### config.mk
export PLATFORM = sky130hd
export DESIGN_NAME = uart_rx
export DESIGN_NICKNAME = d
export VERILOG_FILES = /design/src/rtl/uart_rx.sv
export SDC_FILE = /design/constraint.sdc
export NUM_CORES = 1
export LEC_CHECK = 0
export ABC_AREA = 1
export CAP_MARGIN = 10
export CORE_AREA = 2 2 73 75
export CTS_CLUSTER_DIAMETER = 80
export DETAILED_ROUTE_END_ITERATION = 16
export DIE_AREA = 0 0 75 77
export PLACE_DENSITY = 0.69
export SLEW_MARGIN = 40
export SYNTH_ARGS = -nofsm -noshare
export SYNTH_HDL_FRONTEND = slang
export SYNTH_SLANG_ARGS = --single-unit
### constraint.sdc
create_clock -name CLK -period 2.35 [get_ports CLK]
set_input_delay 0.47 -clock CLK [delete_from_list [all_inputs] [get_ports CLK]]
set_output_delay 0.47 -clock CLK [all_outputs]
set_load 0.02 [all_outputs]
### src/rtl/uart_rx.sv
// UART receiver: oversampled start detect, 3-sample majority vote, LSB-first deserialiser with parity/stop check.
// Optional macro UART_RX_SYNC_EN inserts a 2-flop synchroniser on RX_IN (adds 2 CLK of latency).
module uart_rx #(
    parameter int DATA_WIDTH = 8,
    parameter int PRESCALE_W = 6
) (
    input  logic                  CLK,
    input  logic                  RST,
    input  logic                  RX_IN,
    input  logic [PRESCALE_W-1:0] Prescale,
    input  logic                  PAR_EN,
    input  logic                  PAR_TYP,
    output logic [DATA_WIDTH-1:0] P_DATA,
    output logic                  data_valid,
    output logic                  par_err,
    output logic                  stp_err,
    output logic                  busy
);

    localparam int BIT_W = $clog2(DATA_WIDTH + 1);

    typedef enum logic [2:0] {IDLE, START, DATA, PARITY, STOP} state_t;

    logic rx_s;

`ifdef UART_RX_SYNC_EN
    logic [1:0] sync_q;
    always_ff @(posedge CLK) begin
        if (RST) sync_q <= 2'b11;
        else     sync_q <= {sync_q[0], RX_IN};
    end
    assign rx_s = sync_q[1];
`else
    assign rx_s = RX_IN;
`endif

    function automatic logic maj3(input logic [2:0] s);
        return (s[0] & s[1]) | (s[0] & s[2]) | (s[1] & s[2]);
    endfunction

    state_t                  state_q, state_d;
    logic [PRESCALE_W-1:0]   edge_cnt_q, edge_cnt_d;
    logic [BIT_W-1:0]        bit_cnt_q, bit_cnt_d;
    logic [2:0]              samp_q, samp_d;
    logic [DATA_WIDTH-1:0]   shift_q, shift_d;
    logic                    par_en_q, par_en_d;
    logic                    par_typ_q, par_typ_d;
    logic                    par_flag_q, par_flag_d;
    logic                    stp_flag_q, stp_flag_d;
    logic [DATA_WIDTH-1:0]   pdata_q, pdata_d;
    logic                    dv_q, dv_d;
    logic                    pe_q, pe_d;
    logic                    se_q, se_d;

    logic [PRESCALE_W-1:0]   half, half_m2, half_m1, vote_pt, last_edge;
    logic                    at_vote, bit_end, sampled_bit;

    assign half        = Prescale >> 1;
    assign half_m2     = half - PRESCALE_W'(2);
    assign half_m1     = half - PRESCALE_W'(1);
    assign vote_pt     = half + PRESCALE_W'(1);
    assign last_edge   = Prescale - PRESCALE_W'(1);
    assign at_vote     = (edge_cnt_q == vote_pt);
    assign bit_end     = (edge_cnt_q == last_edge);
    assign sampled_bit = maj3(samp_q);

    always_comb begin
        state_d    = state_q;
        edge_cnt_d = edge_cnt_q;
        bit_cnt_d  = bit_cnt_q;
        samp_d     = samp_q;
        shift_d    = shift_q;
        par_en_d   = par_en_q;
        par_typ_d  = par_typ_q;
        par_flag_d = par_flag_q;
        stp_flag_d = stp_flag_q;
        pdata_d    = pdata_q;
        dv_d       = 1'b0;
        pe_d       = 1'b0;
        se_d       = 1'b0;

        if (state_q != IDLE) begin
            edge_cnt_d = bit_end ? '0 : edge_cnt_q + PRESCALE_W'(1);
            if (edge_cnt_q == half_m2) samp_d[0] = rx_s;
            if (edge_cnt_q == half_m1) samp_d[1] = rx_s;
            if (edge_cnt_q == half)    samp_d[2] = rx_s;
        end

        case (state_q)
            IDLE: begin
                edge_cnt_d = '0;
                bit_cnt_d  = '0;
                if (!rx_s) begin
                    state_d    = START;
                    par_en_d   = PAR_EN;
                    par_typ_d  = PAR_TYP;
                    par_flag_d = 1'b0;
                    stp_flag_d = 1'b0;
                end
            end
            START: begin
                // A start bit that votes high was a line glitch: drop it silently.
                if (at_vote && sampled_bit) begin
                    state_d    = IDLE;
                    edge_cnt_d = '0;
                end else if (bit_end) begin
                    state_d = DATA;
                end
            end
            DATA: begin
                if (at_vote) shift_d = {sampled_bit, shift_q[DATA_WIDTH-1:1]};
                if (bit_end) begin
                    if (bit_cnt_q == BIT_W'(DATA_WIDTH - 1)) begin
                        bit_cnt_d = '0;
                        state_d   = par_en_q ? PARITY : STOP;
                    end else begin
                        bit_cnt_d = bit_cnt_q + BIT_W'(1);
                    end
                end
            end
            PARITY: begin
                if (at_vote && (sampled_bit != ((^shift_q) ^ par_typ_q))) par_flag_d = 1'b1;
                if (bit_end) state_d = STOP;
            end
            STOP: begin
                if (at_vote && !sampled_bit) stp_flag_d = 1'b1;
                if (bit_end) begin
                    state_d = IDLE;
                    pe_d    = par_flag_q;
                    se_d    = stp_flag_q;
                    if (!par_flag_q && !stp_flag_q) begin
                        dv_d    = 1'b1;
                        pdata_d = shift_q;
                    end
                end
            end
            default: state_d = IDLE;
        endcase
    end

    always_ff @(posedge CLK) begin
        if (RST) begin
            state_q    <= IDLE;
            edge_cnt_q <= '0;
            bit_cnt_q  <= '0;
            par_flag_q <= 1'b0;
            stp_flag_q <= 1'b0;
            pdata_q    <= '0;
            dv_q       <= 1'b0;
            pe_q       <= 1'b0;
            se_q       <= 1'b0;
        end else begin
            state_q    <= state_d;
            edge_cnt_q <= edge_cnt_d;
            bit_cnt_q  <= bit_cnt_d;
            par_flag_q <= par_flag_d;
            stp_flag_q <= stp_flag_d;
            pdata_q    <= pdata_d;
            dv_q       <= dv_d;
            pe_q       <= pe_d;
            se_q       <= se_d;
        end
    end

    // Datapath state is fully rewritten before use in every frame.
    always_ff @(posedge CLK) begin
        samp_q    <= samp_d;
        shift_q   <= shift_d;
        par_en_q  <= par_en_d;
        par_typ_q <= par_typ_d;
    end

    assign P_DATA     = pdata_q;
    assign data_valid = dv_q;
    assign par_err    = pe_q;
    assign stp_err    = se_q;
    assign busy       = (state_q != IDLE);

endmodule

After elaboration in Yosys (flattened, before gate mapping)
Index checks and enable logic that the tools add are counted.
- reduce and logical (&&, ||, !) cells: 24
- $add $sub $neg: 6
- multiplexer cells: 22
- bitwise logic cells: 9
- equality and inequality tests: 19
- operators by type and width (kind ; count):
    equality test 6 bit ; 4
    two-way mux 3 bit ; 8
    two-way mux 6 bit ; 3
    one-hot mux 3 bit (5 select lines) ; 1
    != test 2 bit (second input constant) ; 7
    one-hot mux 6 bit (2 select lines) ; 1
    AND reduction 2 bit ; 6
    AND reduction 3 bit ; 3
    two-way mux 4 bit ; 2
    one-hot mux 4 bit (2 select lines) ; 1
    XOR reduction 8 bit ; 1
    adder 5 x 1 -> 6 bit (second input constant) ; 1
    adder 6 x 1 -> 6 bit (second input constant) ; 1
    equality test 3 x 2 -> 1 bit (second input constant) ; 2
    equality test 6 x 5 -> 1 bit ; 1
    AND reduction 6 bit ; 1
    nonzero test 2 bit ; 3
    subtractor 5 x 1 -> 6 bit (second input constant) ; 1
    subtractor 5 x 2 -> 6 bit (second input constant) ; 1
    subtractor 6 x 1 -> 6 bit (second input constant) ; 1
    adder 4 x 1 -> 4 bit (second input constant) ; 1
    equality test 4 x 3 -> 1 bit (second input constant) ; 1
    logical AND 1 bit ; 4
    two-way mux 1 bit ; 4
    13 further kinds ; 21
- output and inout port bits: 12
- register bits after elaboration: 39

Depth between registers and ports, before layout
Gate-level depths: netlist of run 1.
- word-level depth: 7
- gate-level depth with buffers: 16
- gate-level depth less buffers: 16

Least setup slack after synthesis of run 1
No wires, ideal clock.
- path type: input to register
- start point: in Prescale[1]
- end point: reg shift_q[0], enable pin
- arrival: 1636 ps
- data required time: 1980 ps
- buffers on the path: 0
- library setup time: 370 ps
- stages: 9
- slack: 344 ps
- cells stage by stage: inv_1 -> ha_1 -> nor2_1 -> nor2_1 -> nor2_1 -> nand2_1 -> nor2_1 -> nand2_1 -> nor2_1
- cells in the longest elaborated chain, start to end: 3
- RTL lines (element ; RTL line ; RTL):
    start: declaration ; 10 ; input logic [PRESCALE_W-1:0] Prescale,
    adder 5 x 1 -> 6 bit ; 61 ; assign vote_pt = half + PRESCALE_W'(1);
    equality test 6 bit ; 63 ; assign at_vote = (edge_cnt_q == vote_pt);
    AND reduction 2 bit (no source line) ; -- ;
    end signal: assignment ; 168 ; shift_q <= shift_d;
    end: declaration ; 45 ; logic [DATA_WIDTH-1:0] shift_q, shift_d;
No other way between the ends.
A chain may end at the register's enable or synchronous reset.

Worst setup path in the final report of run 1
- start point: in Prescale[1]
- end point: reg edge_cnt_q[4]
- cells in the longest elaborated chain, start to end: 6
- RTL lines (element ; RTL line ; RTL):
    subtractor 6 x 1 -> 6 bit ; 62 ; assign last_edge = Prescale - PRESCALE_W'(1);
    equality test 6 bit ; 64 ; assign bit_end = (edge_cnt_q == last_edge);
    two-way mux 6 bit ; 83 ; edge_cnt_d = bit_end ? '0 : edge_cnt_q + PRESCALE_W'(1);
    two-way mux 6 bit ; 82 ; if (state_q != IDLE) begin
    two-way mux 6 bit ; 103 ; if (at_vote && sampled_bit) begin
    one-hot mux 6 bit (2 select lines) (*) ; 89 ; case (state_q)
    end signal: assignment ; 154 ; edge_cnt_q <= edge_cnt_d;
    end: declaration ; 42 ; logic [PRESCALE_W-1:0] edge_cnt_q, edge_cnt_d;
Mark *: on every way between the ends. The rest lies on a longest branch, timed or not.

==> results of run 1 <==
-- power by group through the flow --
stage,logic [mW],clock network (mW),registers [mW]
after detailed placement,0.871,0,0.832
final,0.914,0.615,0.819
after global placement,0.854,0,0.830
after CTS,0.877,0.632,0.817
after floorplan,0.601,0,0.814
after global routing,1.01,0.668,0.827
-- critical path: stages --
cell,delay (ps)
sky130_fd_sc_hd__clkdlybuf4s50_1,500
sky130_fd_sc_hd__inv_2,80
sky130_fd_sc_hd__ha_1,220
sky130_fd_sc_hd__xnor2_1,140
sky130_fd_sc_hd__xor2_1,140
sky130_fd_sc_hd__nor2_1,190
sky130_fd_sc_hd__nand3b_4,190
sky130_fd_sc_hd__or2_4,290
sky130_fd_sc_hd__and3_1,160
-- logic make-up after synthesis --
| kind of cell | after synthesis |
|---|---|
| simple gates | 182 |
| compound gates | 39 |
| fa+ha+maj | 9 |
| flops | 39 |
| xor+xnor | 17 |
| buf+inv | 43 |
-- worst paths after layout --
check	to	cells after the start	slack, ps
setup / recovery	edge_cnt_q[4]	9	150
hold / removal	P_DATA[3]	2	460
setup reg to reg	samp_q[1]	9	420
hold reg to reg	P_DATA[3]	2	460
-- flip-flops by register name, indices dropped and copies added (netlist names) --
name        count
par_typ_q       1
bit_cnt_q       4
stp_flag_q      1
samp_q          3
data_valid      1
par_en_q        1
par_err         1
shift_q         8
stp_err         1
P_DATA          8
par_flag_q      1
edge_cnt_q      6
state_q         3
-- repair_timing --
item                       4_1_cts  5_1_grt
gates resized for setup          0       10
setup buffers                    0        0
setup endpoints to repair        0       29
-- through the flow --
step	hold slack [ps]	TNS, ps	instances
2_1_floorplan	443.5	0	329
4_1_cts	466.4	0	449
3_3_place_gp	451.9	-3627	441
3_5_place_dp	454.1	-4988	441
5_1_grt	491.7	0	449
6_report	463.9	0	449
-- cell usage after synthesis --
master / n / area share [%]
sky130_fd_sc_hd__xnor2_1: 9 / 3.3
sky130_fd_sc_hd__or2_4: 1 / 0.37
sky130_fd_sc_hd__edfxtp_1: 13 / 16
sky130_fd_sc_hd__nand3_1: 29 / 6.1
sky130_fd_sc_hd__buf_6: 1 / 0.47
sky130_fd_sc_hd__a21oi_1: 20 / 4.2
sky130_fd_sc_hd__nor3_2: 1 / 0.42
sky130_fd_sc_hd__nor3_1: 4 / 0.84
sky130_fd_sc_hd__o21ai_0: 10 / 2.1
sky130_fd_sc_hd__nand2_2: 2 / 0.52
sky130_fd_sc_hd__ha_1: 9 / 4.7
sky130_fd_sc_hd__o211ai_1: 1 / 0.31
sky130_fd_sc_hd__nand2_1: 94 / 15
sky130_fd_sc_hd__nor4_1: 3 / 0.78
sky130_fd_sc_hd__xor2_1: 8 / 2.9
sky130_fd_sc_hd__nor2_2: 1 / 0.26
sky130_fd_sc_hd__or2_2: 1 / 0.26
sky130_fd_sc_hd__nand3b_1: 3 / 0.94
sky130_fd_sc_hd__o21a_1: 2 / 0.63
sky130_fd_sc_hd__inv_1: 39 / 6.1
sky130_fd_sc_hd__nor2_1: 34 / 5.3
sky130_fd_sc_hd__nand4_1: 3 / 0.78
sky130_fd_sc_hd__dfxtp_1: 26 / 22
sky130_fd_sc_hd__a32oi_1: 1 / 0.37
sky130_fd_sc_hd__clkbuf_2: 1 / 0.21
sky130_fd_sc_hd__clkbuf_1: 1 / 0.16
sky130_fd_sc_hd__nor2_8: 1 / 0.84
sky130_fd_sc_hd__a211oi_1: 5 / 1.6
sky130_fd_sc_hd__nand3b_4: 1 / 0.84
sky130_fd_sc_hd__buf_4: 1 / 0.31
sky130_fd_sc_hd__nand2_4: 3 / 1.4
sky130_fd_sc_hd__and3_1: 1 / 0.26
-- final cells by class --
type | instances | area (um2)
timing repair buffer | 46 | 402.9
clock inverter | 1 | 30.03
tap | 70 | 87.58
inverter | 39 | 146.4
fill | 435 | 1962
multi-input combinational | 247 | 1340
clock buffer | 7 | 97.59
sequential | 39 | 910.9
-- metal layers --
| layer | up-vias | share of wire (%) | GRT usage, % | wire length (um) |
|---|---|---|---|---|
| li1 | 1170 | - | - | - |
| met1 | 1055 | 49 | 29.38 | 2629 |
| met2 | 72 | 45 | 29.21 | 2400 |
| met3 | 11 | 5.2 | 5.125 | 278 |
| met4 | 0 | 0.95 | 4.821 | 51 |
| met5 | - | 0 | 0 | 0 |
==> results by group, run 1 <==
Outcome
  • Run status: finished clean

Logic synthesis
  • #FFs+latches synth: 39
  • Cells after synthesis: around 330
  • Post-synthesis mux area share: 0%
  • Main combinational cell family by area after synthesis: simple AND/OR/NAND/NOR gates
  • Share of synthesized cell area in full adder, half adder and majority cells: between 4 and 5%
  • Synth Net Count: 349
  • Mean Syn Cell Area: 7.279 um2
  • Simple-Gate Fraction of Synth Area: between 30% and 40%
  • Post-synthesis compound-gate area fraction: a little under a tenth
  • Yosys warning count: 0
  • Post-synth design cell area: 2395 um2
  • Synth cell types: 32
  • Proportion of synthesized chip area in sequential cells: about two fifths
  • Synthesized-area fraction occupied by xor and xnor cells: just over 6%

Global route
  • Global routing usage summed across all routing layers: about 20%
  • Pin count of the biggest net entering global routing: 14
  • Number of antenna violations at the first check in global routing: 0
  • Via count of the first global-routing pass: 1998
  • Overflow after GRT: 0
  • First-pass GRT wire length: about 9000 um

Critical path
  • Launch point of the critical path: Prescale[1]
  • Worst R2R Start: state_q[1]
  • Classification of the worst setup path: input port to flop
  • Arrival time at the worst endpoint: 2380 ps
  • Worst setup EP type: flop
  • Maximum fanout along the worst path: 6
  • Worst Path Required: around 2500 ps
  • Setup crit start kind: input port

Placed design
  • Post-Place Worst Slack: -223.0 ps
  • IO buf count: 22
  • Post-DP HPWL: 4112 um
  • Placement Cell Area: 2855 um2
  • Routability congestion estimate from global placement: roughly 0.95

Floorplanning
  • Number of top-level pins: 23
  • Core region area: between 4000 and 5000 um2
  • Number of cell rows: 26
  • Vertical die dimension: between 70 and 80 um
  • Area enclosed by the die boundary: between 5000 and 6000 um2
  • Effective utilization at floorplan: between 40% and 50%
  • Die span in x: around 75 um

Job
  • Max-cap viol count: 0

Timing
  • Highest achievable clock rate: 454.5 MHz
  • Slack of the critical path: ~150 ps
  • Measured slew at the worst slew-check pin: 398.6 ps
  • Slew HR: between 70% and 80%
  • Post-Route Skew: ~2.8 ps
  • Unrepaired setup endpoints after global routing: false
  • Final-report hold violation count: 0
  • Portion of the clock cycle consumed by the worst path in the final layout: between 90 and 100%
  • Count of endpoints failing setup in the final report: 0
  • Final number of max-transition violations: 0
  • Min Tclk post-route: around 2200 ps

Power and ir drop
  • Total Power Consumption: 2.348 mW
  • Maximum vdd drop: 0.001059 V
  • Reg power frac: about a third
  • Leakage power figure: between 1 and 1.5 nW
  • Proportion of total power due to net switching: about 37%
  • Portion of total power attributed to the clock network: about a quarter
  • Power density relative to cell area: about 800 nW/um2
  • Internal power contribution: ~1.5 mW
  • Combinational group share of total power: between 30% and 40%
  • Net switching power of the design: roughly 900 uW

Final layout
  • Core utilization of the finished layout: about three fifths
  • Commonest non-fill, non-tap cell in the layout: sky130_fd_sc_hd__nand2_1
  • Most frequent cells in the layout: 93 x sky130_fd_sc_hd__nand2_1, 37 x sky130_fd_sc_hd__inv_1, 30 x sky130_fd_sc_hd__nor2_1
  • # diodes: 0
  • Area Growth Syn to Fin: 25.91%
  • NumNets Final: 398
  • Area of all placed cells without fillers: 3015 um2
  • Share of layout cells above drive strength 1: a little over an eighth

Routing
  • Remaining antenna violation count after routing: 0
  • Iteration-0 DRC count of the detailed router: around 170
  • Final wirelength: 5359 um
  • Detailed-route via count: ~2300
  • Mean number of vias per cell: between 5 and 6
  • Initial DRT Pass Iterations: 5
  • Detailed-route DRC error count: 0
  • Wirelength per Cell: approximately 12 um

Clock network
  • Post-CTS Hold Buffers: 0
  • Clock transition at path regs: 80 ps
  • CTS root buf: sky130_fd_sc_hd__clkbuf_8
  • Max Root-Sink Buffers: 2
  • Cts bufs inserted: 5
  • Deepest level of the CTS H-tree: 2
  • Clock tree from TritonCTS: done
  • Clock net sink count: 39
  • Worst-skew pair later-pin latency: between 200 and 300 ps

Worst hold path
  • Hold/Removal Path Class: flop to flop
  • Hold path startpoint: P_DATA[3]
Power figures use the tool's default switching activity.
==> run 2, diff against run 1 <==
--- a/config.mk
+++ b/config.mk
@@ -11,7 +11,7 @@
 export CTS_CLUSTER_DIAMETER = 80
 export DETAILED_ROUTE_END_ITERATION = 16
 export DIE_AREA = 0 0 75 77
-export PLACE_DENSITY = 0.69
+export PLACE_DENSITY = 0.72
 export SLEW_MARGIN = 40
 export SYNTH_ARGS = -nofsm -noshare
 export SYNTH_HDL_FRONTEND = slang
==> constraint.sdc (replaced) <==
create_clock -name CLK -period 1.9 [get_ports CLK]
set_input_delay 0.38 -clock CLK [delete_from_list [all_inputs] [get_ports CLK]]
set_output_delay 0.38 -clock CLK [all_outputs]
set_load 0.02 [all_outputs]
==> results by group, run 2 (synthesis gave the netlist of run 1 again) <==
Floorplanning
  • Die span in x: 75 um
  • Number of top-level pins: 23
  • Effective utilization at floorplan: 48.11%
  • Core region area: 4977 um2
  • Vertical die dimension: roughly 77 um
  • Number of cell rows: 26
  • Area enclosed by the die boundary: 5775 um2

Placed design
  • Post-DP HPWL: about 4300 um
  • Number of placed cells counting well taps: 450
  • Post-Place Worst Slack: -527.8 ps
  • Placement Cell Area: between 2000 and 3000 um2
  • Routability congestion estimate from global placement: approximately 0.9
  • IO buf count: 22

Timing
  • Final-report hold violation count: 0
  • Slack of the critical path: about 120 ps
  • Highest achievable clock rate: 560.9 MHz
  • Post-Route Skew: ~13 ps
  • Final number of max-transition violations: 0
  • Count of endpoints failing setup in the final report: 0
  • Portion of the clock cycle consumed by the worst path in the final layout: roughly 94%
  • Min Tclk post-route: 1783 ps
  • Unrepaired setup endpoints after global routing: true
  • Slew HR: about three quarters
  • Measured slew at the worst slew-check pin: slightly below 400 ps

Power and ir drop
  • Internal power contribution: roughly 1.8 mW
  • Reg power frac: between 30 and 40%
  • Portion of total power attributed to the clock network: around a quarter
  • Net switching power of the design: roughly 1.1 mW
  • Maximum vdd drop: 0.001015 V
  • Proportion of total power due to net switching: 38.34%
  • Total Power Consumption: slightly below 3 mW
  • Power density relative to cell area: between 900 and 1000 nW/um2
  • Combinational group share of total power: approximately two fifths
  • Leakage power figure: about 1.4 nW

Routing
  • Iteration-0 DRC count of the detailed router: around 170
  • Detailed-route via count: around 2300
  • Detailed-route DRC error count: 0
  • Initial DRT Pass Iterations: 4
  • Final wirelength: approximately 5700 um
  • Remaining antenna violation count after routing: 0
  • Mean number of vias per cell: approximately 5
  • Wirelength per Cell: between 10 and 15 um

Final layout
  • Total of fill cells in the finished design: ~430
  • NumNets Final: between 400 and 500
  • Commonest non-fill, non-tap cell in the layout: sky130_fd_sc_hd__nand2_1
  • Fin cells: around 460
  • Area Growth Syn to Fin: 30.56%
  • Share of layout cells above drive strength 1: a little over a fifth
  • Most frequent cells in the layout: 87 x sky130_fd_sc_hd__nand2_1, 33 x sky130_fd_sc_hd__inv_1, 32 x sky130_fd_sc_hd__buf_4
  • # diodes: 0
  • Area of all placed cells without fillers: around 3100 um2

Clock network
  • Post-CTS Hold Buffers: 0
  • Clock transition at path regs: ~80 ps
  • Worst-skew pair later-pin latency: 300 ps
  • Cts bufs inserted: 5
  • Post-CTS Setup Inserts: 0
  • Max Root-Sink Buffers: 2
  • Deepest level of the CTS H-tree: 2
  • Clock tree from TritonCTS: done
  • CTS root buf: sky130_fd_sc_hd__clkbuf_8
  • Clock net sink count: 39

Critical path
  • Cells along the critical path: nor2_1 > inv_1 > nor2_1 > inv_1 > dlygate4sd2_1
  • Maximum fanout along the worst path: 5
  • Setup crit start kind: flop
  • Worst setup EP type: primary output
  • Arrival time at the worst endpoint: between 1000 and 1500 ps
  • WP buf/inv: 3
  • Classification of the worst setup path: flop to primary output
  • Max stage delay on crit path: between 300 and 400 ps
  • Worst reg-to-reg setup slack: approximately 210 ps
  • Family with the most delay on the worst path: buffers and inverters
  • CP max-delay cell: sky130_fd_sc_hd__dfxtp_1
  • Worst Path Required: ~1500 ps

Job
  • Max-cap viol count: 0

Global route
  • Overflow after GRT: 0
  • Via count of the first global-routing pass: around 2100
  • First-pass GRT wire length: roughly 9500 um
  • Number of antenna violations at the first check in global routing: 0
  • Pin count of the biggest net entering global routing: 14
  • Global routing usage summed across all routing layers: 21.20%

Outcome
  • Run status: finished clean

Worst hold path
  • Hold/Removal Path Class: flop to flop
[run 2: cell types whose count changed in the layout (fill, tap and decap cells not counted), moves of 5 or more]
cell / delta
sky130_fd_sc_hd__buf_4: +8
sky130_fd_sc_hd__clkdlybuf4s50_1: -6
sky130_fd_sc_hd__nand2_1: -6
sky130_fd_sc_hd__nand2_2: +6
sky130_fd_sc_hd__dlygate4sd2_1: +5
[run 2: metal layers]
layer  wire, um  track usage [%]  part of all wire, %  vias to the layer above
met5          0                0                    0                        -
met4         21            3.393                 0.37                        0
met3        352            5.125                  6.2                        4
met2       2705            33.42                   47                       64
met1       2629            29.74                   46                     1052
li1           -                -                    -                     1186
[run 2: stage by stage]
step,TNS [ps],hold slack [ps],utilization [%]
global placement,-15040,451.6,58.77
detailed placement,-16540,455.6,58.77
floorplan,0,443.5,-
CTS,0,465.3,62.04
global route,-1.736,487.9,62.82
finish,0,461.8,62.82
[run 2: final cells by class]
| type | instances | area [um2] | share of cell area [%] |
|---|---|---|---|
| Multi-Input combinational cell | 248 | 1408 | 45.02 |
| Clock buffer | 5 | 68.82 | 2.201 |
| Clock inverter | 3 | 43.79 | 1.401 |
| Timing Repair Buffer | 55 | 460.4 | 14.73 |
| Tap cell | 70 | 87.58 | 2.801 |
| Sequential cell | 39 | 912.1 | 29.17 |
| Inverter | 39 | 146.4 | 4.682 |
[run 2: what timing repair did]
| item | 4_1_cts | 5_1_grt |
|---|---|---|
| gates cloned | 1 | 0 |
| endpoints found under the setup margin | 37 | 30 |
| hold endpoints to repair | 0 | 0 |
| pin swaps | 11 | 8 |
| gates resized for setup | 23 | 17 |
[run 2: final timing paths]
kind            startpoint         to  cells past startpoint
min reg2reg      P_DATA[3]  P_DATA[3]                      2
max reg2reg  edge_cnt_q[1]  P_DATA[4]                      8
min              P_DATA[3]  P_DATA[3]                      2
max             state_q[2]       busy                      5
[run 2: worst min-delay path, cell delays in order, from the launching register on]
cell and delay [ps]:
sky130_fd_sc_hd__dfxtp_1 310, sky130_fd_sc_hd__nand2_1 60, sky130_fd_sc_hd__a21oi_1 50
[run 2: power by group through the flow]
stage / clock (mW) / sequential (mW) / combinational [mW]
2_1_floorplan: 0 / 1.01 / 0.745
3_3_place_gp: 0 / 1.01 / 1.15
3_5_place_dp: 0 / 1.01 / 1.16
4_1_cts: 0.709 / 0.996 / 1.16
5_1_grt: 0.745 / 1.01 / 1.32
6_report: 0.699 / 0.998 / 1.20
